File: config.mk
export PLATFORM = sky130hd
export DESIGN_NAME = shifter_sequencer_flat
export DESIGN_NICKNAME = d
export VERILOG_FILES = /design/src/rtl/shifter_sequencer_pkg.sv /design/src/rtl/shifter_sequencer_if.sv /design/src/rtl/shifter_sequencer_cfg_table.sv /design/src/rtl/shifter_sequencer.sv /design/src/flat_wrapper.sv
export SDC_FILE = /design/constraint.sdc
export NUM_CORES = 1
export LEC_CHECK = 0
export CORE_MARGIN = 4
export CORE_UTILIZATION = 53
export DETAILED_ROUTE_END_ITERATION = 12
export PLACE_DENSITY = 0.78
export SETUP_SLACK_MARGIN = 0.1
export SKIP_LAST_GASP = 1
export SLEW_MARGIN = 40
export SYNTH_ARGS = -nofsm -noshare
export SYNTH_HDL_FRONTEND = slang
export SYNTH_HIERARCHICAL = 1
export SYNTH_SLANG_ARGS = --single-unit
export TNS_END_PERCENT = 100
File: constraint.sdc
create_clock -name clk -period 4 [get_ports clk]
set_clock_uncertainty 0.1 [all_clocks]
set_input_delay 0.4 -clock clk [delete_from_list [all_inputs] [get_ports clk]]
set_output_delay 0.4 -clock clk [all_outputs]
set_load 0.03 [all_outputs]
File: src/rtl/shifter_sequencer_pkg.sv
// Shared types and default widths for the shifter sequencer slice.
// The entry struct describes one schedule step as software sees it.
package shifter_seq_pkg;

  localparam int DEF_DELAY_WIDTH = 30;
  localparam int DEF_EVENT_WIDTH = 4;
  localparam int DEF_DEPTH       = 8;

  typedef enum logic [1:0] {
    ST_IDLE = 2'd0,
    ST_LOAD = 2'd1,
    ST_ARM  = 2'd2,
    ST_WAIT = 2'd3
  } seq_state_e;

  typedef struct packed {
    logic [DEF_DELAY_WIDTH-1:0] delay;
    logic [DEF_EVENT_WIDTH-1:0] evt;
    logic                       polarity;
  } seq_entry_t;

  // Table entries are stored as {delay, event, polarity}.
  function automatic int entry_bits(input int dw, input int ew);
    return dw + ew + 1;
  endfunction

endpackage

File: src/rtl/shifter_sequencer_if.sv
// Link between the sequencer (master) and the controlled shifter (slave).
// Handshake: *_set are one-cycle load strobes qualifying the data lines; data
// is held stable until the next strobe; shf_pulse is a one-cycle event from the shifter.
interface shifter_sequencer_if import shifter_seq_pkg::*; #(
  parameter int DELAY_WIDTH = DEF_DELAY_WIDTH,
  parameter int EVENT_WIDTH = DEF_EVENT_WIDTH
);
  logic [DELAY_WIDTH-1:0] shf_delay_value;
  logic [EVENT_WIDTH-1:0] shf_event_value;
  logic                   shf_delay_set;
  logic                   shf_event_set;
  logic                   shf_polarity;
  logic                   shf_auto_start;
  logic                   shf_pulse;

  modport master (
    output shf_delay_value, shf_event_value, shf_delay_set, shf_event_set,
    output shf_polarity, shf_auto_start,
    input  shf_pulse
  );

  modport slave (
    input  shf_delay_value, shf_event_value, shf_delay_set, shf_event_set,
    input  shf_polarity, shf_auto_start,
    output shf_pulse
  );
endinterface

File: src/rtl/shifter_sequencer_cfg_table.sv
// Schedule table: DEPTH-entry register file with one synchronous write port
// and one combinational read port; cleared by reset.
module shifter_cfg_table import shifter_seq_pkg::*; #(
  parameter int DEPTH = DEF_DEPTH,
  parameter int WIDTH = entry_bits(DEF_DELAY_WIDTH, DEF_EVENT_WIDTH),
  localparam int AW   = $clog2(DEPTH)
) (
  input  logic             clk,
  input  logic             reset,
  input  logic             wr_en_i,
  input  logic [AW-1:0]    wr_addr_i,
  input  logic [WIDTH-1:0] wr_data_i,
  input  logic [AW-1:0]    rd_addr_i,
  output logic [WIDTH-1:0] rd_data_o
);

  logic [WIDTH-1:0] mem_q [DEPTH];

  always_ff @(posedge clk) begin
    if (reset) begin
      for (int i = 0; i < DEPTH; i++) mem_q[i] <= '0;
    end else if (wr_en_i) begin
      mem_q[wr_addr_i] <= wr_data_i;
    end
  end

  assign rd_data_o = mem_q[rd_addr_i];

endmodule

File: src/rtl/shifter_sequencer.sv
// Steps a controlled shifter through a programmed table of {delay, event, polarity}
// entries, advancing one entry per shifter output pulse, optionally looping.
module shifter_sequencer import shifter_seq_pkg::*; #(
  parameter int DELAY_WIDTH = DEF_DELAY_WIDTH,
  parameter int EVENT_WIDTH = DEF_EVENT_WIDTH,
  parameter int DEPTH       = DEF_DEPTH,
  localparam int AW         = $clog2(DEPTH)
) (
  input  logic                   clk,
  input  logic                   reset,
  input  logic                   cfg_wr_en,
  input  logic [AW-1:0]          cfg_wr_addr,
  input  logic [DELAY_WIDTH-1:0] cfg_wr_delay,
  input  logic [EVENT_WIDTH-1:0] cfg_wr_event,
  input  logic                   cfg_wr_polarity,
  input  logic [AW:0]            num_entries,
  input  logic                   loop_en,
  input  logic                   start,
  input  logic                   abort,
  shifter_sequencer_if.master    shf,
  output logic                   busy,
  output logic [AW-1:0]          cur_index,
  output logic                   done,
  output logic                   aborted,
  output logic                   cfg_err,
  output logic [15:0]            pulse_count,
  output seq_state_e             dbg_state
);

  localparam int          EBITS   = entry_bits(DELAY_WIDTH, EVENT_WIDTH);
  localparam logic [AW:0] DEPTH_L = (AW+1)'(DEPTH);

  seq_state_e             state_q;
  logic [AW-1:0]          idx_q;
  logic [AW:0]            cnt_q;
  logic                   loop_q;
  logic [15:0]            pc_q;
  logic [DELAY_WIDTH-1:0] delay_q;
  logic [EVENT_WIDTH-1:0] event_q;
  logic                   pol_q;
  logic                   dset_q, eset_q, auto_q;
  logic                   done_q, aborted_q, cfg_err_q;

  logic                   addr_ok, num_ok, tbl_we, is_last;
  logic [AW-1:0]          idx_d;
  logic [EBITS-1:0]       rd_data;

  assign addr_ok = {1'b0, cfg_wr_addr} < DEPTH_L;
  assign num_ok  = (num_entries != '0) && (num_entries <= DEPTH_L);
  assign tbl_we  = cfg_wr_en && (state_q == ST_IDLE) && addr_ok;

  // The entry about to be loaded: 0 from IDLE or on wrap, else the successor.
  always_comb begin
    is_last = ({1'b0, idx_q} == (cnt_q - 1'b1));
    idx_d   = '0;
    if (state_q == ST_WAIT && !is_last) idx_d = idx_q + 1'b1;
  end

  shifter_cfg_table #(.DEPTH(DEPTH), .WIDTH(EBITS)) u_table (
    .clk       (clk),
    .reset     (reset),
    .wr_en_i   (tbl_we),
    .wr_addr_i (cfg_wr_addr),
    .wr_data_i ({cfg_wr_delay, cfg_wr_event, cfg_wr_polarity}),
    .rd_addr_i (idx_d),
    .rd_data_o (rd_data)
  );

  always_ff @(posedge clk) begin
    if (reset) begin
      state_q   <= ST_IDLE;
      idx_q     <= '0;
      cnt_q     <= '0;
      loop_q    <= 1'b0;
      pc_q      <= '0;
      delay_q   <= '0;
      event_q   <= '0;
      pol_q     <= 1'b0;
      dset_q    <= 1'b0;
      eset_q    <= 1'b0;
      auto_q    <= 1'b0;
      done_q    <= 1'b0;
      aborted_q <= 1'b0;
      cfg_err_q <= 1'b0;
    end else begin
      dset_q    <= 1'b0;
      eset_q    <= 1'b0;
      done_q    <= 1'b0;
      aborted_q <= 1'b0;
      cfg_err_q <= cfg_wr_en && ((state_q != ST_IDLE) || !addr_ok);
      // Abort wins over a same-cycle shifter pulse; that pulse is not counted.
      if (state_q != ST_IDLE && abort) begin
        state_q   <= ST_IDLE;
        auto_q    <= 1'b0;
        aborted_q <= 1'b1;
      end else begin
        case (state_q)
          ST_IDLE: begin
            auto_q <= 1'b0;
            if (start) begin
              if (num_ok) begin
                cnt_q   <= num_entries;
                loop_q  <= loop_en;
                idx_q   <= '0;
                pc_q    <= '0;
                delay_q <= rd_data[EBITS-1 -: DELAY_WIDTH];
                event_q <= rd_data[EVENT_WIDTH:1];
                pol_q   <= rd_data[0];
                dset_q  <= 1'b1;
                eset_q  <= 1'b1;
                state_q <= ST_LOAD;
              end else begin
                cfg_err_q <= 1'b1;
              end
            end
          end
          ST_LOAD: begin
            auto_q  <= 1'b1;
            state_q <= ST_ARM;
          end
          ST_ARM: begin
            state_q <= ST_WAIT;
          end
          ST_WAIT: begin
            if (shf.shf_pulse) begin
              if (pc_q != 16'hFFFF) pc_q <= pc_q + 16'd1;
              if (!is_last || loop_q) begin
                idx_q   <= idx_d;
                delay_q <= rd_data[EBITS-1 -: DELAY_WIDTH];
                event_q <= rd_data[EVENT_WIDTH:1];
                pol_q   <= rd_data[0];
                dset_q  <= 1'b1;
                eset_q  <= 1'b1;
                auto_q  <= 1'b0;
                state_q <= ST_LOAD;
              end else begin
                done_q  <= 1'b1;
                auto_q  <= 1'b0;
                state_q <= ST_IDLE;
              end
            end
          end
          default: state_q <= ST_IDLE;
        endcase
      end
    end
  end

  assign shf.shf_delay_value = delay_q;
  assign shf.shf_event_value = event_q;
  assign shf.shf_delay_set   = dset_q;
  assign shf.shf_event_set   = eset_q;
  assign shf.shf_polarity    = pol_q;
  assign shf.shf_auto_start  = auto_q;

  assign busy        = (state_q != ST_IDLE);
  assign cur_index   = idx_q;
  assign done        = done_q;
  assign aborted     = aborted_q;
  assign cfg_err     = cfg_err_q;
  assign pulse_count = pc_q;
  assign dbg_state   = state_q;

endmodule

File: src/flat_wrapper.sv
// flat-port wrapper written by rule: the top's interface ports become plain ports
module shifter_sequencer_flat import shifter_seq_pkg::*;
#(
  parameter int DELAY_WIDTH = DEF_DELAY_WIDTH,
  parameter int EVENT_WIDTH = DEF_EVENT_WIDTH,
  parameter int DEPTH       = DEF_DEPTH,
  localparam int AW         = $clog2(DEPTH)
)
  (clk, reset, cfg_wr_en, cfg_wr_addr, cfg_wr_delay, cfg_wr_event, cfg_wr_polarity, num_entries, loop_en, start, abort, busy, cur_index, done, aborted, cfg_err, pulse_count, dbg_state, shf_shf_delay_value, shf_shf_event_value, shf_shf_delay_set, shf_shf_event_set, shf_shf_polarity, shf_shf_auto_start, shf_shf_pulse);
  shifter_sequencer_if #(.DELAY_WIDTH(DELAY_WIDTH), .EVENT_WIDTH(EVENT_WIDTH)) shf_i ();
  input  logic clk;
  input  logic reset;
  input  logic cfg_wr_en;
  input  logic [AW-1:0] cfg_wr_addr;
  input  logic [DELAY_WIDTH-1:0] cfg_wr_delay;
  input  logic [EVENT_WIDTH-1:0] cfg_wr_event;
  input  logic cfg_wr_polarity;
  input  logic [AW:0] num_entries;
  input  logic loop_en;
  input  logic start;
  input  logic abort;
  output logic busy;
  output logic [AW-1:0] cur_index;
  output logic done;
  output logic aborted;
  output logic cfg_err;
  output logic [15:0] pulse_count;
  output seq_state_e dbg_state;
  output wire logic [$bits(shf_i.shf_delay_value)-1:0] shf_shf_delay_value;
  output wire logic [$bits(shf_i.shf_event_value)-1:0] shf_shf_event_value;
  output wire logic [$bits(shf_i.shf_delay_set)-1:0] shf_shf_delay_set;
  output wire logic [$bits(shf_i.shf_event_set)-1:0] shf_shf_event_set;
  output wire logic [$bits(shf_i.shf_polarity)-1:0] shf_shf_polarity;
  output wire logic [$bits(shf_i.shf_auto_start)-1:0] shf_shf_auto_start;
  input wire logic [$bits(shf_i.shf_pulse)-1:0] shf_shf_pulse;
  assign shf_shf_delay_value = shf_i.shf_delay_value;
  assign shf_shf_event_value = shf_i.shf_event_value;
  assign shf_shf_delay_set = shf_i.shf_delay_set;
  assign shf_shf_event_set = shf_i.shf_event_set;
  assign shf_shf_polarity = shf_i.shf_polarity;
  assign shf_shf_auto_start = shf_i.shf_auto_start;
  assign shf_i.shf_pulse = shf_shf_pulse;
  shifter_sequencer #(.DELAY_WIDTH(DELAY_WIDTH), .EVENT_WIDTH(EVENT_WIDTH), .DEPTH(DEPTH)) u_core (.clk(clk), .reset(reset), .cfg_wr_en(cfg_wr_en), .cfg_wr_addr(cfg_wr_addr), .cfg_wr_delay(cfg_wr_delay), .cfg_wr_event(cfg_wr_event), .cfg_wr_polarity(cfg_wr_polarity), .num_entries(num_entries), .loop_en(loop_en), .start(start), .abort(abort), .shf(shf_i), .busy(busy), .cur_index(cur_index), .done(done), .aborted(aborted), .cfg_err(cfg_err), .pulse_count(pulse_count), .dbg_state(dbg_state));
endmodule
==> run_results.csv, run 1 <==
group,metric,value,unit
setup_path,crit_path_start_kind,"flip-flop",
timing,setup_viol,0,
yosys,synthTopCellsByCount,"edfxtp_1 (280), nor3_1 (228), mux4_1 (70)",
yosys,synth_top_cell_area_share,0.529,
global_routing,grt_pass1_wl,57200,um
clocking,cts_hold_buf,0,
yosys,synth_area_leader_cell,"edfxtp_1",
routing,wl_per_cell,22.9,um
setup_path,cp-end-kind,"flip-flop",
yosys,yosysMostFrequentCell,"edfxtp_1",
clocking,cts_setup_buffers,0,
clocking,clock-sinks,346,
yosys,synth_edf_count,280,
routing,routed_via_density,6.17,
setup_path,required,4.28,ns
clocking,clock_latency,0.52,ns
power_and_ir_drop,ir_drop,0.267,mV
cells_and_area,stdcell_count,1611,
timing,rsz0062_at_grt,"false",
floorplanning,fp.dieW,181,um
timing,slew_headroom,0.488,
routing,drc,0,
placed_design,place_area,17400,sq um
cells_and_area,n_antenna_cell,0,
yosys,synth_flop_cell,"edfxtp_1",
setup_path,crit_type,"flip-flop to flip-flop",
outcome,status,"complete, no violations",
yosys,synthArstFlopShare,0,
worst_hold_path,hold_class,"input port to flip-flop",
timing,hold_viol,0,
power_and_ir_drop,finalPower,8.05,mW
run,max_cap_viol_count,0,
routing,route.antenna.remaining_nets,0,
floorplanning,die_area,32800,sq um
clocking,cts_buffers,37,
power_and_ir_drop,p_per_area,434,nW/um^2
floorplanning,die_y,181,um
timing,final.min_clock_period,3.30,ns
timing,worstMarginPinSlew,0.765,ns
placed_design,pre_cts_slack,0.768,ns
yosys,syn_area_per_cell,14.4,sq um
cells_and_area,area_growth,16.6,%
global_routing,grt_overflow_total,0,
global_routing,grt_usage,0.221,
cells_and_area,fin_area,18500,sq um
timing,fin_tns_setup,0,ns
setup_path,r2r_start,"u_core/cnt_q[0]",
yosys,synthesis.area,15900,sq um
setup_path,crit_chain,"inv_1, ha_1, xor2_1, o22ai_2, a211oi_4, buf_4, mux4_1, mux2_2, mux2i_1, nor2_1",
timing,slew_viol_final,0,
yosys,yosysWarnings,6,
cells_and_area,finish.net_count,1249,
yosys,ys_ff_latch,346,
cells_and_area,final_core_util,0.626,
setup_path,cpMaxStageDelayCell,"mux4_1",
power_and_ir_drop,p_leak,6.34,nW
routing,drt_iter0_drc,757,
floorplanning,rows,63,
clocking,cts-root-buf,"clkbuf_16",
clocking,cts_htree_levels,2,
timing,fmax,303,MHz
setup_path,arrival,3.59,ns
setup_path,r2r_cells,10,
clocking,cts_max_path_buffers,3,
yosys,ys_types,49,
timing,layout_setup_ws,0.697,ns
placed_design,globalplace.congestion,0.792,
placed_design,placed_cells_incl_taps,1544,
yosys,ys_seq_area_frac,0.612,
setup_path,r2r_slack,0.70,ns
timing,min_period_over_period,0.826,
cells_and_area,drive_gt1_frac,0.162,
setup_path,cp-endpoint,"u_core/shf.shf_delay_value[12]",
setup_path,crit_start,"u_core/cnt_q[0]",
routing,drt_wl_total,37000,um
setup_path,cpPeakStageDelay,0.65,ns
yosys,synthTopCellsByArea,"edfxtp_1 (53%), mux4_1 (12%), dfxtp_1 (8.3%)",
placed_design,portBuffers,111,
floorplanning,start_util,0.537,
routing,first_pass_iters,5,
setup_path,rr_endpoint,"u_core/shf.shf_delay_value[12]",
yosys,synthCells,1108,
global_routing,grt_max_degree,99,
clocking,cts_tree,"done",
setup_path,critical_path.max_fanout,22,
placed_design,dpl.hpwl,21000,um
clocking,clkTransAtPathRegs,0.06,ns
global_routing,grt_pass1_vias,9999,
floorplanning,io_pins,112,
routing,vias,9935,
yosys,syn-num-nets,1164,
clocking,ctsResizeCount,0,
global_routing,antenna_found_initial,0,
floorplanning,core-area,29600,sq um
timing,holdWs,0.0382,ns
flip-flops by register name (all words and copies together) (netlist names):
name,cells
u_core/shf.shf_event_value,4
u_core/aborted,1
u_core/shf.shf_event_set,1
u_core/shf.shf_auto_start,1
u_core/shf.shf_delay_value,30
u_core/dbg_state,2
u_core/u_table/mem_q,280
u_core/cfg_err,1
u_core/done,1
u_core/cnt_q,4
u_core/loop_q,1
u_core/shf.shf_polarity,1
u_core/pulse_count,16
u_core/cur_index,3
layout make-up:
cell class	count	area, sq um
well taps	390	488
clock buffers	54	1000
repair buffers	145	1460
multi-input cells	618	5590
clock inverters	13	105
flip-flops and latches	346	9730
inverters	45	169
fillers	2172	11100
worst max-delay path, delay by kind of cell, from the launching register on:
kind            cells  cell delay, ns
compound gates      2            0.61
xor+xnor            1            0.20
fa+ha+maj           1            0.23
buf+inv             2            0.51
flops               1            0.40
mux                 3            1.07
simple gates        1            0.05
cell usage in the layout (no fill, tap or decap), drive strengths merged, types with 7 or more instances in the layout:
| cell type | count |
|---|---|
| nor3 | 284 |
| edfxtp | 280 |
| clkdlybuf4s50 | 110 |
| mux4 | 70 |
| dfxtp | 66 |
| clkbuf | 54 |
| nor2 | 49 |
| mux2i | 43 |
| clkinv | 42 |
| mux2 | 35 |
| buf | 35 |
| a21oi | 20 |
| nand2 | 19 |
| or3 | 15 |
| o21ai | 15 |
| inv | 13 |
| and2 | 9 |
| o21bai | 8 |
| ha | 7 |
| nand4 | 7 |
kinds of logic (layout without fill, tap and decap cells):
group	count (synthesis)	count (layout)	share of synthesized area
simple gates	402	402	0.144
flops	346	346	0.612
mux	148	148	0.167
buf+inv	144	257	0.0452
compound gates	54	54	0.0214
fa+ha+maj	7	7	0.00551
xor+xnor	7	7	0.00480
metal layers:
| metal | track usage | vias up | share of wire |
|---|---|---|---|
| met3 | 0.0322 | 69 | 0.072 |
| li1 | - | 4478 | - |
| met4 | 0.0639 | 0 | 0.023 |
| met2 | 0.380 | 430 | 0.50 |
| met1 | 0.295 | 4958 | 0.40 |
| met5 | 0 | - | 0 |
power breakdown:
part           internal (mW)  total, mW  switching (mW)
Clock                   1.81       3.16            1.35
Sequential              4.05       4.10          0.0565
Combinational          0.281      0.782           0.501
Total                   6.14       8.05            1.91
how the worst min path moves through the flow:
stage                                   start                             end  cells after the start
global route                            reset  u_core/shf.shf_delay_value[29]                      2
CTS                                     reset  u_core/shf.shf_delay_value[29]                      2
detailed placement  u_core/shf.shf_auto_start       u_core/shf.shf_auto_start                      2
global placement    u_core/shf.shf_auto_start       u_core/shf.shf_auto_start                      2
floorplan                       u_core/loop_q                   u_core/loop_q                      2
finish                                  reset  u_core/shf.shf_delay_value[29]                      2
Note: power is estimated with default switching activity, not from simulation.
==> run 2, diff against run 1 <==
- clock period: 4 -> 2.7 ns (I/O delays scaled with it)
==> run 2 against run 1 <==
- the run now ends with setup timing left
- hold slack better by 0.11 ns
- wire length up 2.2%
- global-route usage up 0.65 points
- total power up 52%
- die area unchanged
- cell count up 1.9%
- non-clock buffer count up 31
- critical path depth up 1
- critical endpoint unchanged
- sequential share of layout area down 1.4 points
- core utilization up 1.9 points
- largest power group unchanged
==> run_results.csv, run 2 (synthesized netlist as in run 1, its figures left out) <==
group,metric,value,unit
setup_path,arrival,3.17,ns
routing,wl_per_cell,23.0,um
floorplanning,die_area,32800,sq um
worst_hold_path,whs_path_depth,3,
routing,drc,0,
timing,slew_viol_final,0,
routing,drt_wl_total,37800,um
global_routing,grt_pass1_wl,58700,um
cells_and_area,area_growth,20.1,%
cells_and_area,largest_reg_flops,280,
setup_path,cp.depth,11,
routing,route.antenna.remaining_nets,0,
clocking,cts_htree_levels,2,
setup_path,crit_family,"multiplexers",
setup_path,crit_chain,"inv_4, ha_4, xor3_1, o22ai_4, a211oi_4, buf_12, buf_12, mux4_2, mux2_4, mux2i_1, nor2_1",
placed_design,place_area,17700,sq um
cells_and_area,stdcell_count,1642,
power_and_ir_drop,ir_drop,0.429,mV
setup_path,r2r_cells,11,
cells_and_area,largest-register,"u_core/u_table/mem_q",
global_routing,grt_max_degree,87,
clocking,cts_tree,"done",
setup_path,required,3.00,ns
clocking,cts_max_path_buffers,3,
setup_path,critical_path.max_fanout,8,
placed_design,dpl.hpwl,21100,um
timing,hold_viol,0,
setup_path,crit_path_start_kind,"flip-flop",
cells_and_area,drive_gt1_frac,0.254,
timing,setup_viol,35,
timing,worstMarginPinSlew,0.785,ns
timing,final.min_clock_period,2.87,ns
worst_hold_path,hold_class,"input port to flip-flop",
placed_design,pre_cts_slack,-0.114,ns
routing,drt_iter0_drc,952,
timing,min_period_over_period,1.06,
floorplanning,fp.dieW,181,um
cells_and_area,mostFrequentLayoutCells,"edfxtp_1 (280), nor3_1 (227), clkdlybuf4s50_1 (110), mux4_2 (70), dfxtp_1 (60)",
setup_path,path_buf_inv,3,
timing,fmax,349,MHz
clocking,clkTransAtPathRegs,0.06,ns
timing,layout_setup_ws,-0.166,ns
global_routing,antenna_found_initial,0,
floorplanning,start_util,0.537,
outcome,failed_checks,"setup timing",
clocking,clock_latency,0.52,ns
global_routing,grt_usage,0.227,
global_routing,grt_overflow_total,0,
clocking,cts-root-buf,"clkbuf_16",
routing,routed_via_density,6.11,
routing,first_pass_iters,5,
global_routing,grt_pass1_vias,10259,
cells_and_area,finish.net_count,1280,
floorplanning,core-area,29600,sq um
cells_and_area,final_common_cell,"edfxtp_1",
setup_path,crit_type,"flip-flop to flip-flop",
timing,slew_headroom,0.477,
placed_design,placed_cells_incl_taps,1567,
routing,vias,10035,
run,max_cap_viol_count,0,
setup_path,cpPeakStageDelay,0.53,ns
timing,rsz0062_at_grt,"true",
power_and_ir_drop,p_leak,6.40,nW
clocking,clock-sinks,346,
placed_design,portBuffers,111,
cells_and_area,fin_area,19100,sq um
setup_path,cp-end-kind,"flip-flop",
power_and_ir_drop,p_per_area,641,nW/um^2
outcome,status,"finished with violations",
clocking,cts_hold_buf,0,
floorplanning,rows,63,
setup_path,cpMaxStageDelayCell,"mux4_2",
setup_path,cp_common_cell,"buf_12",
cells_and_area,n_antenna_cell,0,
clocking,cts_buffers,37,
floorplanning,io_pins,112,
floorplanning,die_y,181,um
placed_design,globalplace.congestion,0.817,
==> run 2: power by group <==
| part | total [mW] | internal [mW] | switching, mW | leakage, nW |
|---|---|---|---|---|
| registers | 6.09 | 5.99 | 0.0923 | 3.44 |
| logic | 1.29 | 0.515 | 0.777 | 2.40 |
| clock network | 4.87 | 2.85 | 2.02 | 0.556 |
==> run 2: layer usage <==
layer  vias to the layer above  wire length [um]  part of all wire  global-route usage
li1                       4474                 -                 -                   -
met5                         -                 0                 0                   0
met2                       486             19100              0.51               0.392
met4                         0               913             0.024              0.0630
met3                        67              2790             0.074              0.0344
met1                      5008             15000              0.40               0.304
==> run 2: per-stage QoR <==
| stage | hold slack (ns) | utilization | power [mW] | setup TNS, ns |
|---|---|---|---|---|
| 6_report | 0.145 | 0.644 | 12.2 | -4.75 |
| 3_3_place_gp | 0.371 | 0.596 | 7.40 | -1.49 |
| 5_1_grt | 0.159 | 0.644 | 12.6 | -8.82 |
| 3_5_place_dp | 0.379 | 0.596 | 7.43 | -2.42 |
| 2_1_floorplan | 0.314 | - | 6.96 | 0 |
| 4_1_cts | 0.157 | 0.640 | 12.3 | -3.57 |
==> run 2: repair_timing <==
item / 4_1_cts / 5_1_grt
resized for setup: 18 / 24
setup buffers: 4 / 2
cloned: 2 / 0
setup endpoints to repair: 35 / 35
pin swaps: 5 / 15
==> run 2: final timing paths <==
path                                 startpoint                              to  slack, ns
setup / recovery                u_core/cnt_q[1]  u_core/shf.shf_delay_value[12]      -0.17
setup reg to reg                u_core/cnt_q[1]  u_core/shf.shf_delay_value[12]      -0.17
hold reg to reg   u_core/shf.shf_delay_value[1]   u_core/shf.shf_delay_value[1]       0.39
hold / removal                            reset  u_core/shf.shf_delay_value[21]       0.15
==> run 2: final cells by class <==
cell class	count	area [sq um]
clock buffer	51	1020
fill	2170	10500
timing repair buffer	176	2010
tap	390	488
multi-input combinational	618	5520
clock inverter	16	139
inverter	45	176
sequential	346	9750
==> run 2: tightest hold or removal path, stage by stage <==
cell    delay (ns)
buf_2         0.14
buf_12        0.21
nor2_1        0.10
==> run 3, diff against run 2 <==
- MAX_ROUTING_LAYER: default -> met4
==> run 3 against run 2 <==
- flip-flop and latch count stayed put
- the run still ends with setup timing left
- register-to-register slack about the same
- wire length hardly changed
- cell count about the same
- core utilization is 0.055 points lower
==> run_results.csv, run 3 (synthesized netlist as in run 1, its figures left out) <==
group,metric,value,unit
setup_path,arrival,3.18,ns
clocking,cts-root-buf,"clkbuf_16",
timing,layout_setup_ws,-0.176,ns
cells_and_area,drive_gt1_frac,0.255,
power_and_ir_drop,ir_drop,0.428,mV
outcome,failed_checks,"setup timing",
clocking,cts_buffers,37,
run,max_cap_viol_count,0,
floorplanning,core-area,29600,sq um
clocking,clock_latency,0.52,ns
clocking,cts_htree_levels,2,
global_routing,grt_overflow_total,0,
cells_and_area,fin_area,19100,sq um
setup_path,required,3.00,ns
timing,slew_viol_final,0,
global_routing,antenna_found_initial,0,
clocking,cts_max_path_buffers,3,
timing,slew_headroom,0.463,
cells_and_area,stdcell_count,1643,
cells_and_area,area_growth,20.0,%
timing,fin_tns_setup,-4.40,ns
placed_design,placed_cells_incl_taps,1567,
floorplanning,die_area,32800,sq um
worst_hold_path,hold_class,"input port to flip-flop",
power_and_ir_drop,p_leak,6.38,nW
cells_and_area,n_antenna_cell,0,
floorplanning,io_pins,112,
clocking,clkTransAtPathRegs,0.06,ns
timing,min_period_over_period,1.07,
routing,route.antenna.remaining_nets,0,
floorplanning,fp.dieW,181,um
placed_design,place_area,17700,sq um
setup_path,crit_path_start_kind,"flip-flop",
clocking,clock-sinks,346,
global_routing,grt_pass1_vias,10255,
floorplanning,start_util,0.537,
global_routing,grt_max_degree,87,
cells_and_area,finish.net_count,1281,
routing,routed_via_density,6.09,
setup_path,cp-end-kind,"flip-flop",
routing,drc,0,
power_and_ir_drop,p_per_area,641,nW/um^2
routing,drt_wl_total,37800,um
timing,final.min_clock_period,2.88,ns
clocking,cts_tree,"done",
floorplanning,rows,63,
floorplanning,die_y,181,um
global_routing,grt_pass1_wl,58800,um
clocking,cts_hold_buf,0,
placed_design,globalplace.congestion,0.831,
cells_and_area,final_common_cell,"edfxtp_1",
setup_path,critical_path.max_fanout,9,
setup_path,crit_type,"flip-flop to flip-flop",
cells_and_area,largest_reg_flops,280,
timing,hold_viol,0,
timing,fmax,348,MHz
routing,wl_per_cell,23.0,um
timing,setup_viol,35,
cells_and_area,largest-register,"u_core/u_table/mem_q",
routing,first_pass_iters,5,
routing,vias,10005,
cells_and_area,mostFrequentLayoutCells,"edfxtp_1 (280), nor3_1 (227), clkdlybuf4s50_1 (110), mux4_2 (70), dfxtp_1 (60)",
timing,worstMarginPinSlew,0.805,ns
timing,rsz0062_at_grt,"true",
global_routing,grt_usage,0.235,
placed_design,portBuffers,111,
outcome,status,"finished with violations",
placed_design,dpl.hpwl,21100,um
routing,drt_iter0_drc,914,
==> run 3: area by class of cell <==
class / instances / area, sq um
timing repair buffer: 177 / 2040
clock buffer: 51 / 1020
inverter: 45 / 176
clock inverter: 16 / 139
multi-input combinational: 618 / 5470
fill: 2171 / 10600
sequential: 346 / 9750
tap: 390 / 488
==> run 3: power breakdown <==
part | internal (mW) | total (mW) | leakage, nW | switching, mW
logic | 0.511 | 1.29 | 2.38 | 0.775
registers | 5.99 | 6.09 | 3.44 | 0.0918
clock network | 2.85 | 4.86 | 0.556 | 2.02
==> run 3: repair_timing <==
action / in CTS / in global routing
endpoints found under the hold margin: 0 / 0
setup buffers: 4 / 2
gates resized for setup: 18 / 13
gates cloned: 2 / 1
pin swaps: 5 / 8
endpoints found under the setup margin: 35 / 35
==> run 3: critical path, cell delays in order, from the launching register on <==
cell and delay (ns):
dfxtp_4 0.38, inv_4 0.04, ha_4 0.16, xor3_1 0.25, o22ai_4 0.10, a211oi_4 0.29
buf_12 0.24, buf_12 0.16, mux4_2 0.53, mux2_4 0.27, mux2i_1 0.13, nor2_1 0.06
==> run 3: path summary, 6_finish.rpt <==
check	from	end	slack (ns)	depth (start not counted)
max	u_core/cnt_q[1]	u_core/shf.shf_delay_value[12]	-0.18	11
min reg2reg	u_core/shf.shf_delay_value[25]	u_core/shf.shf_delay_value[25]	0.39	2
min	reset	u_core/shf.shf_delay_value[21]	0.13	3
max reg2reg	u_core/cnt_q[1]	u_core/shf.shf_delay_value[12]	-0.18	11
==> run 3: per-stage QoR <==
step	hold slack, ns	power [mW]	utilization	setup WS, ns
finish	0.130	12.2	0.644	-0.176
CTS	0.157	12.3	0.640	-0.138
global placement	0.371	7.40	0.596	-0.0718
floorplan	0.314	6.96	-	0.0577
global route	0.162	12.6	0.644	-0.295
detailed placement	0.379	7.43	0.596	-0.114
==> run 3: metal layers <==
| metal | track usage | share of wire | vias up |
|---|---|---|---|
| met1 | 0.306 | 0.39 | 4977 |
| met3 | 0.0336 | 0.080 | 68 |
| met4 | 0.0630 | 0.024 | 0 |
| li1 | - | - | 4495 |
| met2 | 0.391 | 0.51 | 465 |
| met5 | - | 0 | - |
==> variant, RTL diff (flow settings as in run 3) <==
Make the reset (`reset`) asynchronous in 2 clocked blocks.
--- a/src/rtl/shifter_sequencer_cfg_table.sv
+++ b/src/rtl/shifter_sequencer_cfg_table.sv
@@ -18,3 +18,3 @@
 
-  always_ff @(posedge clk) begin
+  always_ff @(posedge clk or posedge reset) begin
     if (reset) begin
--- a/src/rtl/shifter_sequencer.sv
+++ b/src/rtl/shifter_sequencer.sv
@@ -68,3 +68,3 @@
 
-  always_ff @(posedge clk) begin
+  always_ff @(posedge clk or posedge reset) begin
     if (reset) begin
Function: differs if reset is asserted again (counterexample within 4 cycles, from zero or initial values and one cycle with reset high); with reset held inactive, the same outputs for 4 cycles.
==> variant against run 3 <==
The run still ends with negative setup slack left. Die area increased by 0.27%. Final area is 3.2% higher. Final cell count fell by 3.0%. Area after synthesis grew 0.28%. Worst setup slack got worse by 0.33 ns. Utilization grew 2.1 points. Routed wire length decreased by 5.3%. Sequential cell count did not move. Critical path type unchanged.
Power is not compared: it rests on default switching activity, and its combinational part moved more than twofold at a synthesized area within 25%.
==> variant: results (changes against run 3) <==
* Status: finished with violations (unchanged)
* Violated checks: negative setup slack (unchanged)
* Number of antenna violations at the first check in global routing at 1 (was 0)
* Leading cell types by count after synthesis: 346 x sky130_fd_sc_hd__dfrtp_1, 306 x sky130_fd_sc_hd__mux2_2, 70 x sky130_fd_sc_hd__mux4_2 (was 280 x sky130_fd_sc_hd__edfxtp_1, 228 x sky130_fd_sc_hd__nor3_1, 70 x sky130_fd_sc_hd__mux4_1)
* Final GP Congestion at 0.857 (was 0.831)
* Mux share of post-synthesis cell area at 36.2% (was 16.7%)
* Global-route wire length before repair at 57100 um (was 58800 um)
* Post-Place Worst Slack at -0.450 ns (was -0.114 ns)
* FILL cells at 2034 (was 2171)
* Max_slew headroom at 57.3% (was 46.3%)
* Number of global-route vias before repair at 10.1k (was 10.3k)
* Pin count of the biggest net entering global routing at 94 (was 87)
* Fraction of final layout cells with drive strength greater than 1 at 49.9% (was 25.5%)
* Post-synth net total at 1059 (was 1164)
* Path category of the worst min-delay check: in -> async (was in -> reg)
* Leading cell types by total area after synthesis: sky130_fd_sc_hd__dfrtp_1 54%, sky130_fd_sc_hd__mux2_2 22%, sky130_fd_sc_hd__mux4_2 9.9% (was sky130_fd_sc_hd__edfxtp_1 53%, sky130_fd_sc_hd__mux4_1 12%, sky130_fd_sc_hd__dfxtp_1 8.3%)
* Detailed router's first-iteration violation count at 480 (was 914)
* Post-Place Cells at 1507 (was 1567)
* Synth async-reset ratio at 100% (was 0%)
* PnR worst setup slack at -0.509 ns (was -0.176 ns)
* DPL Wire Length at 21300 um (was 21100 um)
* Crit path arrival time at 3.51 ns (was 3.18 ns)
* Wirelength per Cell at 22.5 um (was 23.0 um)
* Portion of the post-synthesis area used by sequential elements at 54.3% (was 61.2%)
* Total GRT Usage at 22.2% (was 23.5%)
* Compound-cell area share of the yosys netlist at 2.39% (was 2.14%)
* LEAKAGE at roughly 8.2 nW
* Delay-heaviest family, CP: simple AND/OR/NAND/NOR gates (was multiplexers)
* Number of setup violations in the final report at 35 (unchanged)
* Root Driver: sky130_fd_sc_hd__clkbuf_16 (unchanged)
* Clock-pin slew on the worst setup and hold paths at 0.06 ns (about the same)
* Synth unique cells at 60 (was 49)
* Post-DR vias/cell at 5.82 (was 6.09)
* Share of synthesized cell area in full adder, half adder and majority cells at 0.549% (was 0.551%)
* NumNets Final at 1231 (was 1281)
* Synth Area per Inst at 15.9 sq um (was 14.4 sq um)
* Max FFs per register at 280 (unchanged)
* XOR/XNOR Fraction of Synth Area at 0.165% (was 0.480%)
* Largest stage delay on the critical path at 0.55 ns (was 0.53 ns)
* Total via count after detailed routing at 9285 (was 10.0k)
* Hold WS at 0.114 ns (was 0.130 ns)
* CTS Buf Count at 37 (unchanged)
* Cell type of the slowest stage on the worst timing path: sky130_fd_sc_hd__or4b_4 (was sky130_fd_sc_hd__mux4_2)
* Largest register by flop count: u_core/u_table/mem_q (unchanged)
* Synth warnings at 6 (unchanged)
* Number of detailed-routing iterations run before antenna repair at 4 (was 5)
* Top fanout value on the critical path at 5 (was 9)
## variant: cell count changes after synthesis, moves of 35 or more
cell,change
sky130_fd_sc_hd__dfrtp_1,+346
sky130_fd_sc_hd__edfxtp_1,-280
sky130_fd_sc_hd__mux2_2,+271
sky130_fd_sc_hd__nor3_1,-221
sky130_fd_sc_hd__mux4_1,-70
sky130_fd_sc_hd__mux4_2,+70
sky130_fd_sc_hd__dfxtp_1,-66
sky130_fd_sc_hd__nor3_2,-56
sky130_fd_sc_hd__mux2_4,+49
sky130_fd_sc_hd__clkbuf_1,-45
sky130_fd_sc_hd__mux2i_1,-41
sky130_fd_sc_hd__nor2_1,-36
sky130_fd_sc_hd__clkinv_1,-35
## variant: report_power, final
group / internal, mW / leakage [nW] / switching (mW)
Clock: 2.92 / 0.586 / 2.08
Sequential: 7.63 / 4.21 / 1.32
Combinational: 4.35 / 3.42 / 2.58
Total: 14.9 / 8.22 / 5.99
## variant: routing by layer
layer | global-route usage [%] | wire length (um) | up-vias
met5 | - | 0 | -
met4 | 5.46 | 676 | 0
met3 | 3.61 | 1720 | 52
met2 | 36.4 | 17900 | 212
met1 | 29.4 | 15400 | 4905
li1 | - | - | 4116
## variant: path summary, 6_finish.rpt
check                                                  to  depth (start not counted)                       from
min reg2reg                     u_core/shf.shf_auto_start                          1  u_core/shf.shf_auto_start
min                             u_core/u_table/mem_q[126]                          2                      reset
max                        u_core/shf.shf_delay_value[16]                         10            u_core/cnt_q[0]
max in group asynchronous         u_core/u_table/mem_q[1]                          3                      reset
max reg2reg                u_core/shf.shf_delay_value[16]                         10            u_core/cnt_q[0]
min in group clk                           u_core/cfg_err                          2                  cfg_wr_en
## variant: cells by family after synthesis
logic type,Yosys count
muxes,427
DFF,346
and+or+nand+nor,91
buffers and inverters,77
AOI/OAI and AO/OA,52
adders and majority gates,7
xor gates and xnor gates,3
## variant: final cells by class
type,instances,share of cell area (%)
sequential,346,44.0
clock buffer,55,5.55
timing repair buffer,194,11.3
inverter,16,0.324
multi-input combinational,580,35.7
tap,390,2.48
antenna,1,0.0127
clock inverter,12,0.635
## variant: stage by stage
stage | util, % | power, mW | instance area, sq um | setup TNS (ns)
finish | 66.5 | 20.9 | 19700 | -15.19
global route | 66.5 | 22.0 | 19700 | -17.56
CTS | 65.4 | 20.8 | 19400 | -14.16
detailed placement | 60.9 | 15.6 | 18000 | -14.66
global placement | 60.9 | 15.3 | 18000 | -12.53
floorplan | - | 13.6 | 16100 | -396.84
## variant: repair_timing
item / CTS / global route
endpoints found under the hold margin: 0 / 0
setup buffers: 6 / 5
endpoints found under the setup margin: 143 / 87
gates cloned: 0 / 8
pin swaps: 3 / 4
resized for setup: 13 / 21
